--- src/rtl/decoder_3to8_seq.sv ---
// ----------------------------------------------------------------------------
// decoder_3to8_seq
// Registered 3-to-8 one-hot decoder that holds each decoded line for
// PULSE_LEN cycles, follows it with a one-cycle zero gap, and counts the
// codes it has decoded.
//
// Optional feature: define DECODER_SWEEP_EN to add the sweep_start /
// sweep_done ports and a self-sweep that walks codes 0..7 in order.
// The default build (macro undefined) has no sweep logic or ports.
// ----------------------------------------------------------------------------
module decoder_3to8_seq #(
   parameter int PULSE_LEN = 4   // cycles each one-hot value is held, 1..16
) (
   input  logic       clk,
   input  logic       rst_n,
   input  logic       in_valid,
   input  logic [2:0] in_code,
   input  logic       in_en,
   output logic       in_ready,
   output logic [7:0] dout,
   output logic       dout_valid,
   output logic [7:0] code_cnt
`ifdef DECODER_SWEEP_EN
   ,
   input  logic       sweep_start,
   output logic       sweep_done
`endif
);

   // Hold counter reload value; the last held cycle is the one where it is 0.
   localparam logic [3:0] HOLD_INIT = 4'(PULSE_LEN - 1);

   typedef enum logic [1:0] {
      ST_IDLE  = 2'd0,
      ST_HOLD  = 2'd1,
      ST_GAP   = 2'd2,
      ST_SWEEP = 2'd3
   } state_t;

   state_t     state;
   state_t     next_state;
   logic [3:0] hold_cnt;

`ifdef DECODER_SWEEP_EN
   logic [2:0] sweep_code;
`endif

   // State register.
   // NOTE: sequential state uses non-blocking (<=) so every flop samples
   // values from before the edge; blocking here would create ordering races.
   always_ff @(posedge clk or negedge rst_n) begin
      if (!rst_n) state <= ST_IDLE;
      else        state <= next_state;
   end

   // Next-state decision from the current state, inputs and hold counter.
   // NOTE: next_state gets a default before the case so no path leaves it
   // unassigned, which would otherwise infer a latch.
   always_comb begin
      next_state = state;
      case (state)
         ST_IDLE: begin
`ifdef DECODER_SWEEP_EN
            if (sweep_start)
               next_state = ST_SWEEP;
            else
`endif
            if (in_valid && in_en)
               next_state = ST_HOLD;
         end
         ST_HOLD: begin
            if (hold_cnt == 4'd0) next_state = ST_GAP;
         end
         ST_GAP: begin
            next_state = ST_IDLE;
         end
         ST_SWEEP: begin
`ifdef DECODER_SWEEP_EN
            // Leave once code 7 has been shown and its gap cycle is in progress.
            if (!dout_valid && sweep_code == 3'd7) next_state = ST_IDLE;
`else
            next_state = ST_IDLE;
`endif
         end
         default: next_state = ST_IDLE;
      endcase
   end

   // Handshake output: the block only takes a new code while idle.
   always_comb begin
      in_ready = (state == ST_IDLE);
   end

   // Registered decode datapath: one-hot output, hold counter, code counter.
   // NOTE: every register here is cleared by the asynchronous reset so a
   // pulse in flight is aborted immediately rather than finishing.
   always_ff @(posedge clk or negedge rst_n) begin
      if (!rst_n) begin
         dout       <= 8'h00;
         dout_valid <= 1'b0;
         hold_cnt   <= 4'd0;
         code_cnt   <= 8'h00;
`ifdef DECODER_SWEEP_EN
         sweep_code <= 3'd0;
         sweep_done <= 1'b0;
`endif
      end else begin
`ifdef DECODER_SWEEP_EN
         sweep_done <= 1'b0;
`endif
         case (state)
            ST_IDLE: begin
`ifdef DECODER_SWEEP_EN
               if (sweep_start) begin
                  // Sweep wins over a same-cycle offer; start at code 0.
                  sweep_code <= 3'd0;
                  dout       <= 8'h01;
                  dout_valid <= 1'b1;
                  hold_cnt   <= HOLD_INIT;
                  code_cnt   <= code_cnt + 8'd1;
               end else
`endif
               if (in_valid && in_en) begin
                  dout       <= 8'b1 << in_code;
                  dout_valid <= 1'b1;
                  hold_cnt   <= HOLD_INIT;
                  code_cnt   <= code_cnt + 8'd1;
               end
               // An accepted code with in_en low leaves everything as is.
            end
            ST_HOLD: begin
               if (hold_cnt == 4'd0) begin
                  dout       <= 8'h00;
                  dout_valid <= 1'b0;
               end else begin
                  hold_cnt <= hold_cnt - 4'd1;
               end
            end
            ST_GAP: begin
               dout       <= 8'h00;
               dout_valid <= 1'b0;
            end
            ST_SWEEP: begin
`ifdef DECODER_SWEEP_EN
               if (dout_valid) begin
                  // Holding the current sweep code, then drop into its gap.
                  if (hold_cnt == 4'd0) begin
                     dout       <= 8'h00;
                     dout_valid <= 1'b0;
                  end else begin
                     hold_cnt <= hold_cnt - 4'd1;
                  end
               end else if (sweep_code == 3'd7) begin
                  // Gap after the last code: flag completion, FSM returns idle.
                  sweep_done <= 1'b1;
               end else begin
                  sweep_code <= sweep_code + 3'd1;
                  dout       <= 8'b1 << (sweep_code + 3'd1);
                  dout_valid <= 1'b1;
                  hold_cnt   <= HOLD_INIT;
                  code_cnt   <= code_cnt + 8'd1;
               end
`else
               dout       <= 8'h00;
               dout_valid <= 1'b0;
`endif
            end
            default: begin
               dout       <= 8'h00;
               dout_valid <= 1'b0;
            end
         endcase
      end
   end

endmodule

--- config.mk ---
export PLATFORM = sky130hd
export DESIGN_NAME = decoder_3to8_seq
export DESIGN_NICKNAME = d
export VERILOG_FILES = /design/src/rtl/decoder_3to8_seq.sv
export SDC_FILE = /design/constraint.sdc
export NUM_CORES = 1
export LEC_CHECK = 0
export BUFFER_PORTS_ARGS = -buffer_cell sky130_fd_sc_hd__buf_2
export CAP_MARGIN = 20
export CORE_MARGIN = 3
export CORE_UTILIZATION = 46
export DETAILED_ROUTE_END_ITERATION = 8
export PLACE_DENSITY = 0.71
export SLEW_MARGIN = 20
export SYNTH_ARGS = -nofsm -noshare
export SYNTH_HDL_FRONTEND = slang
export SYNTH_SLANG_ARGS = --single-unit
--- constraint.sdc ---
create_clock -name clk -period 1.75 [get_ports clk]
set_clock_uncertainty 0.05 [all_clocks]
set_input_delay 0.35 -clock clk [delete_from_list [all_inputs] [get_ports clk]]
set_output_delay 0.35 -clock clk [all_outputs]
set_load 0.1 [all_outputs]
Word-level counts from Yosys, hierarchy flattened
Cells that the tools add are included.
Storage, ports and cells
  flip-flop bits (word level): 23
  input port bits: 7
  logic and storage cells: 34
Cells by class
  add/sub/neg operators: 2
  equal/unequal tests: 6
  shift operators: 1
  muxes and demuxes: 12
  reductions and logical operators: 8
Operator list (number)
  $pmux 8 s3: 1
  $mux 8: 2
  $add 8x1->8 const B: 1
  $mux 4: 2
  $pmux 4 s2: 1
  $shl 1x3->8 const A: 1
  $pmux 2 s3: 1
  $eq 2x2->1 const B: 2
  $logic_not 4->1: 1
  $mux 2: 2
  $ne 2x2->1 const B: 2
  $reduce_and 2->1: 2
  $sub 4x1->4 const B: 1
  $pmux 1 s3: 1
  $reduce_and 3->1: 1
  $eq 2x1->1 const B: 1
  $logic_not 2->1: 1
  $mux 1: 2
  $ne 2x1->1 const B: 1
  $reduce_bool 2->1: 1
  $reduce_or 2->1: 1
  $logic_and 1x1->1: 1

Longest topological paths before layout
  word-level depth: 3
  gate-level depth with buffers: 6

Worst setup path before layout
OpenSTA, ideal clock, no wires.
  kind: reg-to-output
  start point: register state[0]
  end point: output port in_ready
  arrival: 2.190 ns
  slack: -0.840 ns
  stages on the path, launching flop included: 2
  buffers on the path: 0
  cells stage by stage: dfrtp_1 -> nor2_1
Between the ends
  word-level cells in the longest chain between the ends: 1
RTL lines
  from (decl): RTL line 40  | state_t state;
  from (signal assigned): RTL line 53  | else state <= next_state;
  $logic_not 2->1: RTL line 91  | in_ready = (state == ST_IDLE);
  to (decl): RTL line 19  | output logic in_ready,
Every way passes these cells.

Worst setup path in the final report
  start point: register hold_cnt[0]
  end point: register dout[5]
Between the ends
  word-level cells in the longest chain between the ends: 3
RTL lines
  from (decl): RTL line 42  | logic [3:0] hold_cnt;
  from (signal assigned): RTL line 136  | hold_cnt <= hold_cnt - 4'd1;
  $logic_not 4->1: RTL line 132  | if (hold_cnt == 4'd0) begin
  $ne 2x2->1 (no line)
  $reduce_and 2->1 (no line)
  to (signal assigned): RTL line 124  | dout <= 8'b1 << in_code;
  to (decl): RTL line 20  | output logic [7:0] dout,
Every way passes these cells.
A chain may end at the register's enable or synchronous reset.

==> flow_metrics.env <==
export IMPL_synth_area_mm2=0.00103
export IMPL_diodes=0
export IMPL_hold_path_startpoint="in_code[0]"
export IMPL_seq_area_um2=552
export IMPL_core_mm2=0.00204
export IMPL_grt_overflow=0
export IMPL_synthTopCellsByArea="dfrtp_1 (53%), ha_1 (3.6%), xnor2_1 (3.4%)"
export IMPL_hp_class="input pin to flop"
export IMPL_maxSlewHeadroom_pct=68.3
export IMPL_synthTopCellsByCount="dfrtp_1 (22), nand2_1 (8), inv_1 (5)"
export IMPL_root_buffer="clkbuf_4"
export IMPL_synth_edff_count=0
export IMPL_viasPerCell=5.26
export IMPL_grt_pass1_vias=776
export IMPL_port_buffers=24
export IMPL_cp_max_fo=4
export IMPL_ant_nets=0
export IMPL_fmax_mhz=584
export IMPL_clk_pin_slew_worst_paths_ns=0.11
export IMPL_syn_to_final_growth_pct=23.2
export IMPL_ios=25
export IMPL_grt_start_max_net_pins=23
export IMPL_startpoint="hold_cnt[0]"
export IMPL_hold_viol_final=0
export IMPL_setup_viol=0
export IMPL_drtIter0Drc=11
export IMPL_ys_seq_elements=22
export IMPL_gp_congestion=0.793
export IMPL_drc=0
export IMPL_layout_nets=132
export IMPL_worstPathRequired_ns=1.90
export IMPL_ys_seq_area_share_pct=53.4
export IMPL_start_util_pct=50.5
export IMPL_yosysMostFrequentCell="dfrtp_1"
export IMPL_dieArea_mm2=0.00285
export IMPL_die_x_um=53.3
export IMPL_multi_input_area_um2=452
export IMPL_synth_top_area_share_pct=53.4
export IMPL_cap_violations=0
export IMPL_cts_sinks=22
export IMPL_post_dp_cell_area_mm2=0.00120
export IMPL_wl_per_cell_um=13.1
export IMPL_syn_nets=99
export IMPL_ys_async_sr_fraction_pct=100
export IMPL_tritoncts="done"
export IMPL_synth_area_leader_cell="dfrtp_1"
export IMPL_netlist_instances=89
export IMPL_dieHeight_um=53.3
export IMPL_min_period_over_period_pct=97.8
export IMPL_drt_total_wl_mm=1.94
export IMPL_synth_main_ff_cell="dfrtp_1"
export IMPL_design_area_mm2=0.00127
export IMPL_grt_pass1_wl_mm=3.38
export IMPL_syn_avg_cell_area_um2=11.6
export IMPL_drive_gt1_share_pct=36.4
export IMPL_grt_setup_unrepaired="true"
export IMPL_grt_usage_pct=16.8
export IMPL_fillCellCount=183
export IMPL_ys_types=29
export IMPL_cp_start_kind="flop"
export IMPL_tightest_slew_ns=0.472
export IMPL_via_count=779
export IMPL_clk_latency_ns=0.30
export IMPL_dpl_hpwl_mm=1.46
export IMPL_cts_max_path_buffers=2
export IMPL_rows=16
export IMPL_yosysWarnings=0
export IMPL_drt_pass1_iter_count=3
export IMPL_outcome="completed"
export IMPL_maxSlewViolCount=0
export IMPL_hold_ws_ns=0.306
export IMPL_finalWorstPathRequiredPeriod_ns=1.71
export IMPL_crit_type="flop to flop"
export IMPL_cp_data_arrival_time_ns=1.87
export IMPL_cts_buffers=3
export IMPL_timing_rr_start="hold_cnt[0]"
export IMPL_htreeDepth=1
export IMPL_end_kind="flop"
export IMPL_antenna_found_initial=0
## final cells by class
type / count / share of cell area (%)
Clock buffer: 4 / 2.86
Sequential cell: 22 / 43.4
Timing Repair Buffer: 31 / 14.0
Inverter: 5 / 1.48
Multi-Input combinational cell: 59 / 35.6
Tap cell: 27 / 2.66
## state kept, by name (all words and copies together) (netlist names)
register and flops:
code_cnt 8, dout 8, hold_cnt 4, state 2
## per-layer routing
| layer | wire length (um) | track usage [%] | vias to the layer above | part of all wire [%] |
|---|---|---|---|---|
| met4 | 47 | 8.94 | 0 | 2.4 |
| li1 | - | - | 378 | - |
| met5 | 0 | 0 | - | 0 |
| met3 | 109 | 3.66 | 5 | 5.6 |
| met2 | 900 | 27.6 | 20 | 46 |
| met1 | 881 | 20.2 | 376 | 45 |
## path summary, 6_finish.rpt
| check | end | slack [ns] | depth (start not counted) |
|---|---|---|---|
| worst max-delay path | dout[5] | 0.04 | 5 |
| worst min-delay path | dout[1] | 0.31 | 2 |
| max in group asynchronous | state[0] | 0.84 | 2 |
| worst max register to register | dout[5] | 0.04 | 5 |
| worst min register to register | code_cnt[7] | 0.43 | 1 |
| min in group asynchronous | dout[4] | 0.47 | 2 |
## worst max-delay path: stages (launching register included)
cell	delay, ns
dfrtp_1	0.40
inv_1	0.08
ha_1	0.14
or3b_4	0.40
a21oi_4	0.19
mux2_2	0.35
## cells by family (layout without fill, tap and decap cells)
logic type / count (synthesis) / in the layout / synth area share [%]
flops: 22 / 22 / 53.4
mux: 6 / 6 / 6.19
buf+inv: 8 / 40 / 3.76
fa+ha+maj: 3 / 3 / 3.64
compound gates: 11 / 11 / 9.83
simple gates: 32 / 32 / 17.2
xor+xnor: 7 / 7 / 5.95
## placed cells by master (no fill, tap or decap), types with 2 or more instances in the layout
| cell | n |
|---|---|
| buf_2 | 23 |
| dfrtp_1 | 21 |
| nand2_1 | 8 |
| buf_4 | 6 |
| inv_1 | 5 |
| and3_1 | 4 |
| xnor2_1 | 4 |
| nand3_1 | 4 |
| clkbuf_4 | 4 |
| nor2_1 | 3 |
| a32o_1 | 3 |
| mux2_2 | 3 |
| nand4_1 | 3 |
| nor3_1 | 3 |
| xor2_1 | 3 |
| mux2i_1 | 3 |
| ha_1 | 3 |
| a211oi_1 | 2 |
| a21o_2 | 2 |
## timing repair
| action | 4_1_cts | 5_1_grt |
|---|---|---|
| setup buffers | 1 | 1 |
| resized for setup | 1 | 1 |
| pin swaps | 1 | 1 |
| setup endpoints to repair | 3 | 5 |
| hold buffers | 1 | 0 |
| hold endpoints to repair | 22 | 0 |
## metrics by stage
| stage | TNS [ns] | worst slack (ns) | cells | utilization [%] |
|---|---|---|---|---|
| 2_1_floorplan | 0 | 0.00551 | 89 | - |
| 3_3_place_gp | 0 | 0.0448 | 141 | 58.9 |
| 3_5_place_dp | 0 | 0.0000643 | 141 | 58.9 |
| 4_1_cts | 0 | 0.0101 | 147 | 61.7 |
| 5_1_grt | -0.0788 | -0.0264 | 148 | 62.2 |
| 6_report | 0 | 0.0389 | 148 | 62.2 |
Power is not shown: default switching activity piles up to over one toggle a cycle in this logic, so the estimate is an artifact.
